`config.mk`:
```
export PLATFORM = sky130hd
export DESIGN_NAME = tmb_tx_link_ctrl
export DESIGN_NICKNAME = d
export VERILOG_FILES = /design/src/rtl/tmb_tx_link_ctrl.sv
export SDC_FILE = /design/constraint.sdc
export NUM_CORES = 1
export LEC_CHECK = 0
export ABC_CLOCK_PERIOD_IN_PS = 6600
export CELL_PAD_IN_SITES_DETAIL_PLACEMENT = 1
export CELL_PAD_IN_SITES_GLOBAL_PLACEMENT = 2
export CORE_MARGIN = 2
export CORE_UTILIZATION = 36
export DETAILED_ROUTE_END_ITERATION = 10
export GPL_TIMING_DRIVEN = 1
export PLACE_DENSITY = 0.92
export SETUP_SLACK_MARGIN = 0.02
export SYNTH_ARGS = -nofsm -noshare
export SYNTH_HDL_FRONTEND = slang
export SYNTH_SLANG_ARGS = --single-unit
```
`constraint.sdc`:
```
create_clock -name TRG_CLK80 -period 6.6 [get_ports TRG_CLK80]
set_input_delay 0.66 -clock TRG_CLK80 [delete_from_list [all_inputs] [get_ports TRG_CLK80]]
set_output_delay 0.66 -clock TRG_CLK80 [all_outputs]
set_load 0.05 [all_outputs]
```
`src/rtl/tmb_tx_link_ctrl.sv`:
```
// Bring-up and run-time sequencer for the TMB trigger fiber transmitter:
// PLL reset, GTX reset, phase sync and comma fill, with bounded retries and a sticky fault.
module tmb_tx_link_ctrl #(
  parameter int unsigned RST_CYC   = 8,
  parameter logic [15:0] LOCK_TMO  = 16'd50000,
  parameter int unsigned IDLE_CYC  = 256,
  parameter int unsigned MAX_RETRY = 3
) (
  input  logic       TRG_CLK80,
  input  logic       RST_N,
  input  logic       START,
  input  logic       PRBS_REQ,
  input  logic       TX_PLL_LOCK,
  input  logic       TX_RESETDONE,
  input  logic       TX_SYNC_DONE,
  output logic       TX_PLLRST,
  output logic       GTXTXRST,
  output logic       TRG_RST,
  output logic       ENA_TEST_PAT,
  output logic       LINK_UP,
  output logic       FAULT,
  output logic [3:0] STATE,
  output logic [7:0] RETRY_CNT
);

  typedef enum logic [3:0] {
    S_IDLE      = 4'd0,
    S_PLLRST    = 4'd1,
    S_WAIT_LOCK = 4'd2,
    S_GTXRST    = 4'd3,
    S_WAIT_DONE = 4'd4,
    S_WAIT_SYNC = 4'd5,
    S_COMMA     = 4'd6,
    S_RUN       = 4'd7,
    S_FAULT     = 4'd8
  } state_t;

  localparam logic [15:0] RST_LAST  = 16'(RST_CYC - 1);
  localparam logic [15:0] IDLE_LAST = 16'(IDLE_CYC - 1);
  localparam logic [15:0] TMO_LAST  = LOCK_TMO - 16'd1;
  localparam logic [7:0]  RETRY_LIM = 8'(MAX_RETRY);

  state_t      state_r;
  state_t      state_nxt_s;
  state_t      norm_nxt_s;
  logic [15:0] timer_r;
  logic [7:0]  retry_r;
  logic        lock_meta_r, lock_sync_r;
  logic        done_meta_r, done_sync_r;
  logic        ena_r, pllrst_r, gtxrst_r, trgrst_r, link_r, fault_r;
  logic        timeout_s, wait_fail_s, lock_loss_s, fail_s;
  logic [2:0]  rst_pat_s;

  // Normal successor of each state; a wait state whose condition is still
  // low on its last allowed cycle flags a failure (the condition wins a tie).
  always_comb begin
    norm_nxt_s  = state_r;
    wait_fail_s = 1'b0;
    timeout_s   = (timer_r == TMO_LAST);
    case (state_r)
      S_IDLE: begin
        if (START) norm_nxt_s = S_PLLRST;
        else       norm_nxt_s = S_IDLE;
      end
      S_PLLRST: begin
        if (timer_r == RST_LAST) norm_nxt_s = S_WAIT_LOCK;
        else                     norm_nxt_s = S_PLLRST;
      end
      S_WAIT_LOCK: begin
        if (lock_sync_r)    norm_nxt_s = S_GTXRST;
        else if (timeout_s) wait_fail_s = 1'b1;
        else                norm_nxt_s = S_WAIT_LOCK;
      end
      S_GTXRST: begin
        if (timer_r == RST_LAST) norm_nxt_s = S_WAIT_DONE;
        else                     norm_nxt_s = S_GTXRST;
      end
      S_WAIT_DONE: begin
        if (done_sync_r)    norm_nxt_s = S_WAIT_SYNC;
        else if (timeout_s) wait_fail_s = 1'b1;
        else                norm_nxt_s = S_WAIT_DONE;
      end
      S_WAIT_SYNC: begin
        if (TX_SYNC_DONE)   norm_nxt_s = S_COMMA;
        else if (timeout_s) wait_fail_s = 1'b1;
        else                norm_nxt_s = S_WAIT_SYNC;
      end
      S_COMMA: begin
        if (timer_r == IDLE_LAST) norm_nxt_s = S_RUN;
        else                      norm_nxt_s = S_COMMA;
      end
      S_RUN: begin
        // A PRBS select change goes back through comma fill so the PRBS restarts aligned
        if (PRBS_REQ != ena_r) norm_nxt_s = S_COMMA;
        else                   norm_nxt_s = S_RUN;
      end
      S_FAULT:  norm_nxt_s = S_FAULT;
      default:  norm_nxt_s = S_IDLE;
    endcase
  end

  // Priority: START low, then failure (retry or fault), then normal progress
  always_comb begin
    lock_loss_s = ~lock_sync_r &&
                  (state_r inside {S_GTXRST, S_WAIT_DONE, S_WAIT_SYNC, S_COMMA, S_RUN});
    fail_s      = START && (wait_fail_s || lock_loss_s);
    if (!START) begin
      state_nxt_s = S_IDLE;
    end else if (fail_s) begin
      if (retry_r < RETRY_LIM) state_nxt_s = S_PLLRST;
      else                     state_nxt_s = S_FAULT;
    end else begin
      state_nxt_s = norm_nxt_s;
    end
  end

  // Reset-pin pattern {TX_PLLRST, GTXTXRST, TRG_RST} of the state being entered
  always_comb begin
    case (state_nxt_s)
      S_IDLE, S_PLLRST, S_FAULT:         rst_pat_s = 3'b111;
      S_WAIT_LOCK, S_GTXRST:             rst_pat_s = 3'b011;
      S_WAIT_DONE, S_WAIT_SYNC, S_COMMA: rst_pat_s = 3'b001;
      S_RUN:                             rst_pat_s = 3'b000;
      default:                           rst_pat_s = 3'b111;
    endcase
  end

  // State, timer, retry count, synchronisers and next-state-decoded outputs
  always_ff @(posedge TRG_CLK80) begin
    if (!RST_N) begin
      state_r     <= S_IDLE;
      timer_r     <= 16'd0;
      retry_r     <= 8'd0;
      lock_meta_r <= 1'b0;
      lock_sync_r <= 1'b0;
      done_meta_r <= 1'b0;
      done_sync_r <= 1'b0;
      ena_r       <= 1'b0;
      pllrst_r    <= 1'b1;
      gtxrst_r    <= 1'b1;
      trgrst_r    <= 1'b1;
      link_r      <= 1'b0;
      fault_r     <= 1'b0;
    end else begin
      lock_meta_r <= TX_PLL_LOCK;
      lock_sync_r <= lock_meta_r;
      done_meta_r <= TX_RESETDONE;
      done_sync_r <= done_meta_r;
      state_r     <= state_nxt_s;

      if (state_nxt_s != state_r)  timer_r <= 16'd0;
      else if (timer_r != 16'hFFFF) timer_r <= timer_r + 16'd1;
      else                         timer_r <= timer_r;

      if (state_nxt_s == S_IDLE)              retry_r <= 8'd0;
      else if (fail_s && retry_r != 8'hFF)    retry_r <= retry_r + 8'd1;
      else                                    retry_r <= retry_r;

      if (state_nxt_s == S_IDLE || state_nxt_s == S_FAULT)     ena_r <= 1'b0;
      else if (state_nxt_s == S_COMMA && state_r != S_COMMA)   ena_r <= PRBS_REQ;
      else                                                     ena_r <= ena_r;

      {pllrst_r, gtxrst_r, trgrst_r} <= rst_pat_s;
      link_r  <= (state_nxt_s == S_RUN);
      fault_r <= (state_nxt_s == S_FAULT);
    end
  end

  assign TX_PLLRST    = pllrst_r;
  assign GTXTXRST     = gtxrst_r;
  assign TRG_RST      = trgrst_r;
  assign ENA_TEST_PAT = ena_r;
  assign LINK_UP      = link_r;
  assign FAULT        = fault_r;
  assign STATE        = state_r;
  assign RETRY_CNT    = retry_r;

endmodule

```
==> metrics.txt <==
first-pass GRT wire length=a little under 9000 um; CTS tree=built; num ports=25; total core area=5850 sq um; Max Slew Vio Count=0; synth warn=0; Post-synth EDFFs=0; PD cells=170 nW/um^2; Clock Latency Late Sink=0.29 ns; grt met2 use=between 20 and 30%; required time of the worst setup path=6.75 ns; clock sink total=38; grt total ovfl=0; via count=1933; outcome=completed; unrepaired setup endpoints after global routing=false; Least-Margin Pin Slew=approximately 0.83 ns; Max Buffers Root-to-Sink=2; Die Wd=81.1 um; Critical Path Sink=timer_r[5]; GR peak layer=met2; H-tree levels=2; Leak=0.000876 uW; most frequent cells after synthesis=dfxtp_1, nor2_1, nand4_1; fin cells=346; Post-Syn Nets=263; Die ar.=around 6600 sq um; Worst Clk Skew=0.00222 ns; Net Sw Frac=23.6%; final setup TNS=0 ns; root buf cell=clkbuf_8; HP Class=reg2reg; CP arrival=3.14 ns; post-route cell area=2490 sq um; setup bufs post-CTS=0; Worst VDD drop=0.0675 mV; Placed Cells=340; DIE HEIGHT=~80 um; power share of the combinational group=about 6.7%; Top FF cell, synth=dfxtp_1; Final Critical Period=roughly 3 ns; register share of total power=55.6%; Mapped Area=between 2000 and 2500 sq um; Worst-path clk slew=0.07 ns; R2R Setup Slk=3.60 ns; antenna violations before repair=0; startpoint types=register; sw power=about 100 uW; share of layout cells above drive strength 1=8.12%; GRT Util Overall=between 15 and 20%; # DRC=0; Peak Freq=334 MHz; Pint=324 uW; Initial Util=36.6%; post-CTS sizing=0; cells after synthesis=254; area leader, netlist=dfxtp_1; relative slew slack=44.6%; Seq cells post-synth=38; Hold Buf Count CTS=0; Crit. Startpoint=timer_r[10]; vias per inst=5.59; crit path kind=reg2reg; placed cell areas=2410 sq um; largest net degree at the start of global routing=19; fillers=729; port buffer count=24; FF/Latch Area=761 sq um; Synth top area share=a little over a third; Worst Path Max Fanout=16; initial DRC count=75; row cnt=28; met3 Usage GRT=about 3.8%; met1 GRT Util=20.9%; top-count cell post-synth=dfxtp_1; synth top area cells=dfxtp_1, nand4_1, nor2_1; DRT Pass-1 Iters=4; Synth Area per Inst=8.43 sq um; Layout area overhead=16.2%; dpl hpwl=3640 um; Setup-failing EPs final=0; CTS buffer count=5; via count of the first global-routing pass=1883; RD Place Congestion=0.744; Final nets=281; multi-input logic area=1290 sq um; Clock power frac=37.7%; Worst Setup End Kind=register; Worst R2R Start=timer_r[10]; max-cap violation count=0; worst r2r path cells=7; async set-reset flop share out of synthesis=0%; WL/cell=between 10 and 15 um; Final Hold Fails=0; sequential element share of the synthesized area=35.5%; r2r endpoint=timer_r[5]; DRT Wirelength=5190 um; period utilisation layout=45.4%; ANT cells=0; Cell variety after synth=55; post-route ant nets=0
metrics by stage:
stage / hold WS [ns] / power (uW) / setup slack [ns] / utilization [%]
finish: 0.440 / 424 / 3.60 / 42.5
CTS: 0.441 / 427 / 3.56 / 42.5
global route: 0.462 / 441 / 3.42 / 42.5
detailed placement: 0.421 / 269 / 3.47 / 41.1
floorplan: 0.412 / 259 / 4.03 / -
global placement: 0.423 / 269 / 3.58 / 41.1
worst min path at each step:
stage,start,end,slack [ns],cells past startpoint
floorplan,done_meta_r,done_sync_r,0.41,1
global placement,done_meta_r,done_sync_r,0.42,1
detailed placement,lock_meta_r,lock_sync_r,0.42,1
CTS,lock_meta_r,lock_sync_r,0.44,1
global route,done_meta_r,done_sync_r,0.46,1
finish,lock_meta_r,lock_sync_r,0.44,1
layer usage:
layer  wire [um]  up-vias
met4          49        0
met3         175        4
met2        2580       36
li1            -      954
met5           0        -
met1        2380      939
sequential cells by signal, summed over array words and instances (netlist names):
| register | flops |
|---|---|
| done_meta_r | 1 |
| done_sync_r | 1 |
| TX_PLLRST | 1 |
| lock_meta_r | 1 |
| ENA_TEST_PAT | 1 |
| LINK_UP | 1 |
| TRG_RST | 1 |
| STATE | 4 |
| RETRY_CNT | 8 |
| timer_r | 16 |
| FAULT | 1 |
| lock_sync_r | 1 |
| GTXTXRST | 1 |
worst max-delay path, stage by stage, from the launching register on:
cell	delay, ns
dfxtp_1	0.36
or4_4	0.56
or4_4	0.56
o22a_4	0.23
o21ai_0	0.23
a21oi_2	0.12
xnor2_2	0.66
nor2_1	0.12
area by class of cell:
class,count,area share (%)
Clock buffer,6,3.32
Inverter,4,0.603
Multi-Input combinational cell,198,51.8
Sequential cell,38,30.6
Tap cell,75,3.77
Timing Repair Buffer,25,9.95
logic make-up (layout without fill, tap and decap cells):
kind of cell,Yosys count,in the layout,share of synthesized area [%]
AO/OA/AOI/OAI,28,28,10.4
XOR/XNOR,17,17,7.30
adder cells (fa/ha/maj),3,3,1.64
buffers and inverters,18,35,4.32
flip-flops,38,38,35.5
multiplexers,5,5,2.51
AND/OR/NAND/NOR,145,145,38.3
power groups by stage:
stage / registers, uW / logic [uW] / clock network (uW)
final: 236 / 28.5 / 160
after global routing: 236 / 31.4 / 173
after CTS: 236 / 28.8 / 162
after detailed placement: 241 / 28.6 / 0
after global placement: 241 / 27.9 / 0
after floorplan: 240 / 19.1 / 0
placed cells by master (no fill, tap or decap), types with 2 or more instances in the layout:
master           instances
or4_4                    3
inv_1                    4
and2_1                   8
nand2_1                 18
nand2b_1                 3
and4b_1                  2
nor3_1                   7
nor3b_1                  3
nor4b_1                  2
and3_1                   9
mux2i_1                  2
xnor2_1                  8
nand3_1                 10
mux2_2                   3
or4_1                    3
nor2b_1                  5
nor4bb_1                 2
o2111ai_1                3
a31oi_1                  3
nor2_1                  35
nor4_1                   2
clkdlybuf4s50_1         24
clkbuf_8                 6
o21ai_0                  3
ha_1                     2
xor2_1                   8
a21oi_1                  5
dfxtp_1                 38
nand4_1                 24
or3_1                    3
Note: power is estimated with default switching activity, not from simulation.
